**config.mk**
```make
export PLATFORM = sky130hd
export DESIGN_NAME = sha1_wb_master
export DESIGN_NICKNAME = d
export VERILOG_FILES = /design/src/rtl/sha1_wb_master.sv
export SDC_FILE = /design/constraint.sdc
export NUM_CORES = 2
export LEC_CHECK = 0
export CORE_AREA = 10 10 293 295
export CTS_BUF_LIST = sky130_fd_sc_hd__clkbuf_8
export CTS_CLUSTER_DIAMETER = 80
export DETAILED_ROUTE_END_ITERATION = 16
export DIE_AREA = 0 0 303 305
export GPL_ROUTABILITY_DRIVEN = 0
export PLACE_DENSITY = 0.69
export SLEW_MARGIN = 10
export SYNTH_ARGS = -nofsm -noshare
export SYNTH_HDL_FRONTEND = slang
export SYNTH_SLANG_ARGS = --single-unit
```
**constraint.sdc**
```tcl
create_clock -name wb_clk_i -period 29.3 [get_ports wb_clk_i]
set_input_delay 5.86 -clock wb_clk_i [delete_from_list [all_inputs] [get_ports wb_clk_i]]
set_output_delay 5.86 -clock wb_clk_i [all_outputs]
set_load 0.01 [all_outputs]
```
**src/rtl/sha1_wb_master.sv**
```systemverilog
// Wishbone initiator for the SHA1 peripheral. It checks the peripheral ID,
// enables the engine, loads one 512-bit block, polls for DONE, and reads
// back the 160-bit digest. Every transfer is single-beat. The strobe is held
// for exactly one cycle, and there is at least one idle cycle between
// transfers.
module sha1_wb_master #(
    parameter logic [31:0] BASE_ADDRESS = 32'h30000024,
    parameter int unsigned ACK_TIMEOUT  = 16,
    parameter int unsigned POLL_MAX     = 1024
) (
    input  logic         wb_clk_i,
    input  logic         reset,
    input  logic         start,
    input  logic [511:0] msg_i,
    output logic         busy,
    output logic [159:0] digest_o,
    output logic         digest_valid,
    output logic [1:0]   error,
    output logic         wbm_cyc_o,
    output logic         wbm_stb_o,
    output logic         wbm_we_o,
    output logic [3:0]   wbm_sel_o,
    output logic [31:0]  wbm_adr_o,
    output logic [31:0]  wbm_dat_o,
    input  logic         wbm_ack_i,
    input  logic [31:0]  wbm_dat_i
);

    localparam logic [2:0] S_IDLE   = 3'd0;
    localparam logic [2:0] S_RD_ID  = 3'd1;
    localparam logic [2:0] S_WR_ON  = 3'd2;
    localparam logic [2:0] S_WR_MSG = 3'd3;
    localparam logic [2:0] S_POLL   = 3'd4;
    localparam logic [2:0] S_RD_DIG = 3'd5;
    localparam logic [2:0] S_FIN    = 3'd6;

    localparam logic [31:0] ADR_ID     = BASE_ADDRESS + 32'h4;
    localparam logic [31:0] ADR_MSG    = BASE_ADDRESS + 32'h8;
    localparam logic [31:0] ADR_OPS    = BASE_ADDRESS + 32'hC;
    localparam logic [31:0] ADR_DIGEST = BASE_ADDRESS + 32'h14;
    localparam logic [31:0] SHA1_ID    = 32'h53484131;

    localparam logic [7:0]  L_TMO  = ACK_TIMEOUT[7:0];
    localparam logic [15:0] L_POLL = POLL_MAX[15:0];

    logic [2:0]   r_state;
    logic         r_cyc;
    logic         r_stb;
    logic         r_we;
    logic [3:0]   r_sel;
    logic [31:0]  r_adr;
    logic [31:0]  r_dat;
    logic [7:0]   r_tmo;
    logic [3:0]   r_word;
    logic [2:0]   r_dig;
    logic [15:0]  r_poll;
    logic [511:0] r_msg;
    logic [159:0] r_digest;
    logic         r_valid;
    logic [1:0]   r_error;
    logic         r_busy;

    logic         w_we;
    logic [31:0]  w_adr;
    logic [31:0]  w_dat;
    logic [15:0]  w_poll_next;

    assign w_poll_next = r_poll + 16'd1;

    // Select the address, direction and data for the transfer the current state issues.
    always_comb begin
        w_we  = 1'b0;
        w_adr = 32'h0;
        w_dat = 32'h0;
        case (r_state)
            S_RD_ID:  w_adr = ADR_ID;
            S_WR_ON: begin
                w_we  = 1'b1;
                w_adr = ADR_OPS;
                w_dat = 32'h1;
            end
            S_WR_MSG: begin
                w_we  = 1'b1;
                w_adr = ADR_MSG;
                w_dat = r_msg[{r_word, 5'b0} +: 32];
            end
            S_POLL:   w_adr = ADR_OPS;
            S_RD_DIG: w_adr = ADR_DIGEST;
            default:  w_adr = 32'h0;
        endcase
    end

    // Sequence control together with the single-beat bus engine.
    always_ff @(posedge wb_clk_i or posedge reset) begin
        if (reset) begin
            r_state  <= S_IDLE;
            r_cyc    <= 1'b0;
            r_stb    <= 1'b0;
            r_we     <= 1'b0;
            r_sel    <= 4'h0;
            r_adr    <= 32'h0;
            r_dat    <= 32'h0;
            r_tmo    <= 8'h0;
            r_word   <= 4'h0;
            r_dig    <= 3'h0;
            r_poll   <= 16'h0;
            r_msg    <= 512'h0;
            r_digest <= 160'h0;
            r_valid  <= 1'b0;
            r_error  <= 2'd0;
            r_busy   <= 1'b0;
        end else begin
            // The strobe is only ever high in the cycle in which a transfer is issued.
            r_stb <= 1'b0;
            case (r_state)
                S_IDLE: begin
                    if (start) begin
                        r_msg   <= msg_i;
                        r_error <= 2'd0;
                        r_valid <= 1'b0;
                        r_word  <= 4'h0;
                        r_dig   <= 3'h0;
                        r_poll  <= 16'h0;
                        r_busy  <= 1'b1;
                        r_state <= S_RD_ID;
                    end
                end
                S_FIN: begin
                    r_valid <= 1'b1;
                    r_busy  <= 1'b0;
                    r_state <= S_IDLE;
                end
                default: begin
                    if (!r_cyc) begin
                        // The cycle after a completion always has cyc low, which gives the idle gap.
                        r_cyc <= 1'b1;
                        r_stb <= 1'b1;
                        r_sel <= 4'hF;
                        r_we  <= w_we;
                        r_adr <= w_adr;
                        r_dat <= w_dat;
                        r_tmo <= 8'h0;
                    end else if (wbm_ack_i) begin
                        r_cyc <= 1'b0;
                        r_we  <= 1'b0;
                        r_sel <= 4'h0;
                        r_adr <= 32'h0;
                        r_dat <= 32'h0;
                        case (r_state)
                            S_RD_ID: begin
                                if (wbm_dat_i == SHA1_ID) begin
                                    r_state <= S_WR_ON;
                                end else begin
                                    r_error <= 2'd1;
                                    r_busy  <= 1'b0;
                                    r_state <= S_IDLE;
                                end
                            end
                            S_WR_ON: r_state <= S_WR_MSG;
                            S_WR_MSG: begin
                                if (r_word == 4'd15) r_state <= S_POLL;
                                else                 r_word  <= r_word + 4'd1;
                            end
                            S_POLL: begin
                                if (wbm_dat_i[3]) begin
                                    r_state <= S_RD_DIG;
                                end else if (w_poll_next == L_POLL) begin
                                    r_error <= 2'd3;
                                    r_busy  <= 1'b0;
                                    r_state <= S_IDLE;
                                end else begin
                                    r_poll <= w_poll_next;
                                end
                            end
                            S_RD_DIG: begin
                                r_digest[{r_dig, 5'b0} +: 32] <= wbm_dat_i;
                                if (r_dig == 3'd4) r_state <= S_FIN;
                                else               r_dig   <= r_dig + 3'd1;
                            end
                            default: r_state <= S_IDLE;
                        endcase
                    end else if (r_tmo == L_TMO) begin
                        r_cyc   <= 1'b0;
                        r_we    <= 1'b0;
                        r_sel   <= 4'h0;
                        r_adr   <= 32'h0;
                        r_dat   <= 32'h0;
                        r_error <= 2'd2;
                        r_busy  <= 1'b0;
                        r_state <= S_IDLE;
                    end else begin
                        r_tmo <= r_tmo + 8'd1;
                    end
                end
            endcase
        end
    end

    assign busy         = r_busy;
    assign digest_o     = r_digest;
    assign digest_valid = r_valid;
    assign error        = r_error;
    assign wbm_cyc_o    = r_cyc;
    assign wbm_stb_o    = r_stb;
    assign wbm_we_o     = r_we;
    assign wbm_sel_o    = r_sel;
    assign wbm_adr_o    = r_adr;
    assign wbm_dat_o    = r_dat;

endmodule

```
==> metrics.md <==
| Metric | Value |
|---|---|
| H-tree depth | `4` |
| Nature of the critical path endpoint | `async pin` |
| Post-synth EDFFs | `0` |
| Synth Flop Type | `dfrtp_1` |
| Status | `finished, final reports clean` |
| Resize count post-CTS | `0` |
| Multi-input logic area | `13,400 µm²` |
| Max-slew violation total from the final report | `0` |
| Final WS setup | `19,400 ps` |
| Synth Cell Area | `~33,000 µm²` |
| Fmax | `0.101 GHz` |
| Slew headroom | `0.238` |
| Max Cap Viol | `0` |
| Placed cell area | `41,500 µm²` |
| Mean routed wirelength per cell | `22.2 µm` |
| Post-detail-place hpwl | `82.6 mm` |
| Asr flop ratio synth | `1.00` |
| Synth Instances | `3,230` |
| Seq. cell area | `roughly 19,000 µm²` |
| CP required | `about 30,000 ps` |
| Pwr per Cell Area | `78.9 nW/µm²` |
| Cell area after layout | `44,200 µm²` |
| Yosys warns | `0` |
| Endpoints failing hold | `0` |
| Vias per cell | `between 5 and 6` |
| Initial antenna violation count | `27` |
| Worst Path Max Fanout | `125` |
| Worst-Margin Slew | `1140 ps` |
| Number of setup buffers added after CTS | `0` |
| Initial core utilization | `0.415` |
| Grt total ovfl | `0` |
| Fin crit share | `0.338` |
| Nets | `4,508` |
| Clock Tree Root | `clkbuf_8` |
| Clock skew | `37.7 ps` |
| Mean post-synth cell area | `approximately 10 µm²` |
| Core area | `79,900 µm²` |
| Vias | `26,122` |
| Flop2flop setup slack | `24,430 ps` |
| GRT Total Usage | `0.241` |
| R2R Path Start | `r_state[2]` |
| Share of the yosys chip area belonging to registers | `0.566` |
| Peak VDD IR | `0.0000424 V` |
| CP arrival | `10,640 ps` |
| DRC viols | `0` |
| Vias in the first global route | `26,950` |
| Routed Antenna Nets | `0` |
| Number of I/O port buffers | `between 700 and 800` |
| P_leak | `21.2 nW` |
| Clock tree buffer depth | `3` |
| Min-delay worst type | `register to register` |
| # setup viols final | `0` |
| DRT iter0 DRCs | `between 1,500 and 2,000` |
| Row cnt | `about 100` |
| CP endpoint | `r_msg[491]` |
| Yosys cell types | `65` |
| Die Width | `between 300 and 400 µm` |
| Pre-CTS setup slack | `18,320 ps` |
| Full die area | `92,400 µm²` |
| CTS clk-pin slew, worst paths | `roughly 60 ps` |
| Final min period | `9900 ps` |
| R2R cell count | `7` |
| Clk sinks | `750` |
| Setup tns final | `0 ps` |
| CTS tree | `done` |
| Clk Latency, worst-skew pair | `780 ps` |
| Crit path launch | `reset` |
| Unrepaired setup endpoints after global routing | `no` |
| Area grow syn2layout | `33.1%` |
| Startpoint type of the worst setup path | `primary input` |
| Final wirelength | `113 mm` |
| Flip-flop and latch count after synthesis | `750` |
| I/O pin total | `~780` |
| Post-CTS Hold Buffers | `0` |
| Largest net degree at the start of global routing | `126` |
| First-pass GRT wire length | `169 mm` |
| First-pass detailed-route iteration total | `6` |
| Critical path class | `primary input to async pin` |
| Clock buffer count from CTS | `132` |
| RR Endpoint | `r_msg[470]` |
| Fill cell count | `6,958` |
| Chip height | `305 µm` |
| Share of layout cells above drive strength 1 | `0.139` |
## metal layers
layer	routed length, µm	GRT usage	share of wire
met5	92	0	0.00081
met4	2980	0.0801	0.026
met3	10100	0.0712	0.089
met2	53400	0.380	0.47
met1	46900	0.314	0.41
## power breakdown
part | total [mW] | internal [mW] | switching, mW
sequential | 1.60 | 1.40 | 0.202
combinational | 0.912 | 0.397 | 0.514
clock | 0.976 | 0.527 | 0.449
total | 3.49 | 2.32 | 1.16
## stage by stage
| step | hold slack [ps] | utilization | cells | power (mW) |
|---|---|---|---|---|
| 6_report | 466 | 0.553 | 5117 | 3.49 |
| 5_1_grt | 478 | 0.553 | 5114 | 3.72 |
| 3_5_place_dp | 455 | 0.519 | 4876 | 2.52 |
| 4_1_cts | 469 | 0.552 | 5103 | 3.51 |
| 2_1_floorplan | 438 | - | 3255 | 2.17 |
| 3_3_place_gp | 452 | 0.519 | 4876 | 2.49 |
## sequential cells by signal, indices dropped and copies added (netlist names), 2 cells and up
register and cells:
r_msg 512, digest_o 160, wbm_dat_o 32, r_poll 16, r_tmo 8, r_word 4, wbm_adr_o 4, r_dig 3
r_state 3, error 2
## cell usage in the layout (no fill, tap or decap), types with 6 or more instances in the layout
cell type | Yosys | layout
a21oi_1 | 17 | 17
buf_4 | 32 | 33
clkbuf_8 | 0 | 165
clkdlybuf4s50_1 | 0 | 756
clkinv_2 | 0 | 7
conb_1 | 1 | 26
dfrtp_1 | 750 | 746
diode_2 | 0 | 14
ha_1 | 10 | 10
inv_1 | 40 | 78
mux2_2 | 159 | 159
mux2i_1 | 13 | 13
mux4_2 | 154 | 154
nand2_1 | 1608 | 1608
nand3_1 | 23 | 20
nand4_1 | 8 | 8
nor2_1 | 36 | 35
nor3_1 | 10 | 9
nor4_1 | 8 | 7
nor4b_1 | 6 | 6
o21ai_0 | 46 | 46
or3_1 | 10 | 10
xnor2_1 | 8 | 8
xor2_1 | 7 | 7
## synthesized netlist by cell type, drive strengths merged, types with 11 or more instances
cell    number  area [µm²]
clkbuf     144         541
nand3       26         153
dfrtp      750       18800
buf         84         460
nor3        11        60.1
mux4       154        3470
a21oi       17        85.1
nand2     1608        6040
o21ai       47         235
inv         41         154
mux2       163        1840
nor2        38         148
mux2i       13         130
## how the worst min path moves through the flow
stage	depth (start not counted)	slack [ps]	to	startpoint
final	2	470	r_msg[130]	r_msg[130]
after global routing	2	480	r_msg[83]	r_msg[83]
after global placement	2	450	r_msg[472]	r_msg[472]
after CTS	2	470	r_msg[130]	r_msg[130]
after floorplan	2	440	r_msg[129]	r_msg[129]
after detailed placement	2	450	r_msg[130]	r_msg[130]
## cell type report
type,count,area share
antenna,14,0.000793
clock buffer,165,0.0514
clock inverter,62,0.00878
inverter,43,0.00383
multi-input combinational,2234,0.303
sequential,750,0.425
tap,1060,0.0300
timing repair buffer,789,0.177
## logic make-up after synthesis
logic type	share of synthesized area
AND/OR/NAND/NOR	0.206
other	0.000113
adder cells (fa/ha/maj)	0.00377
buffers and inverters	0.0350
AO/OA/AOI/OAI	0.0211
flip-flops	0.566
multiplexers	0.164
XOR/XNOR	0.00445
## critical path, cell delays in order
cell and delay, ps:
clkdlybuf4s50_1 490, inv_8 600, buf_4 830, buf_4 800, buf_4 880, buf_4 970
(Power assumes the default switching activity.)
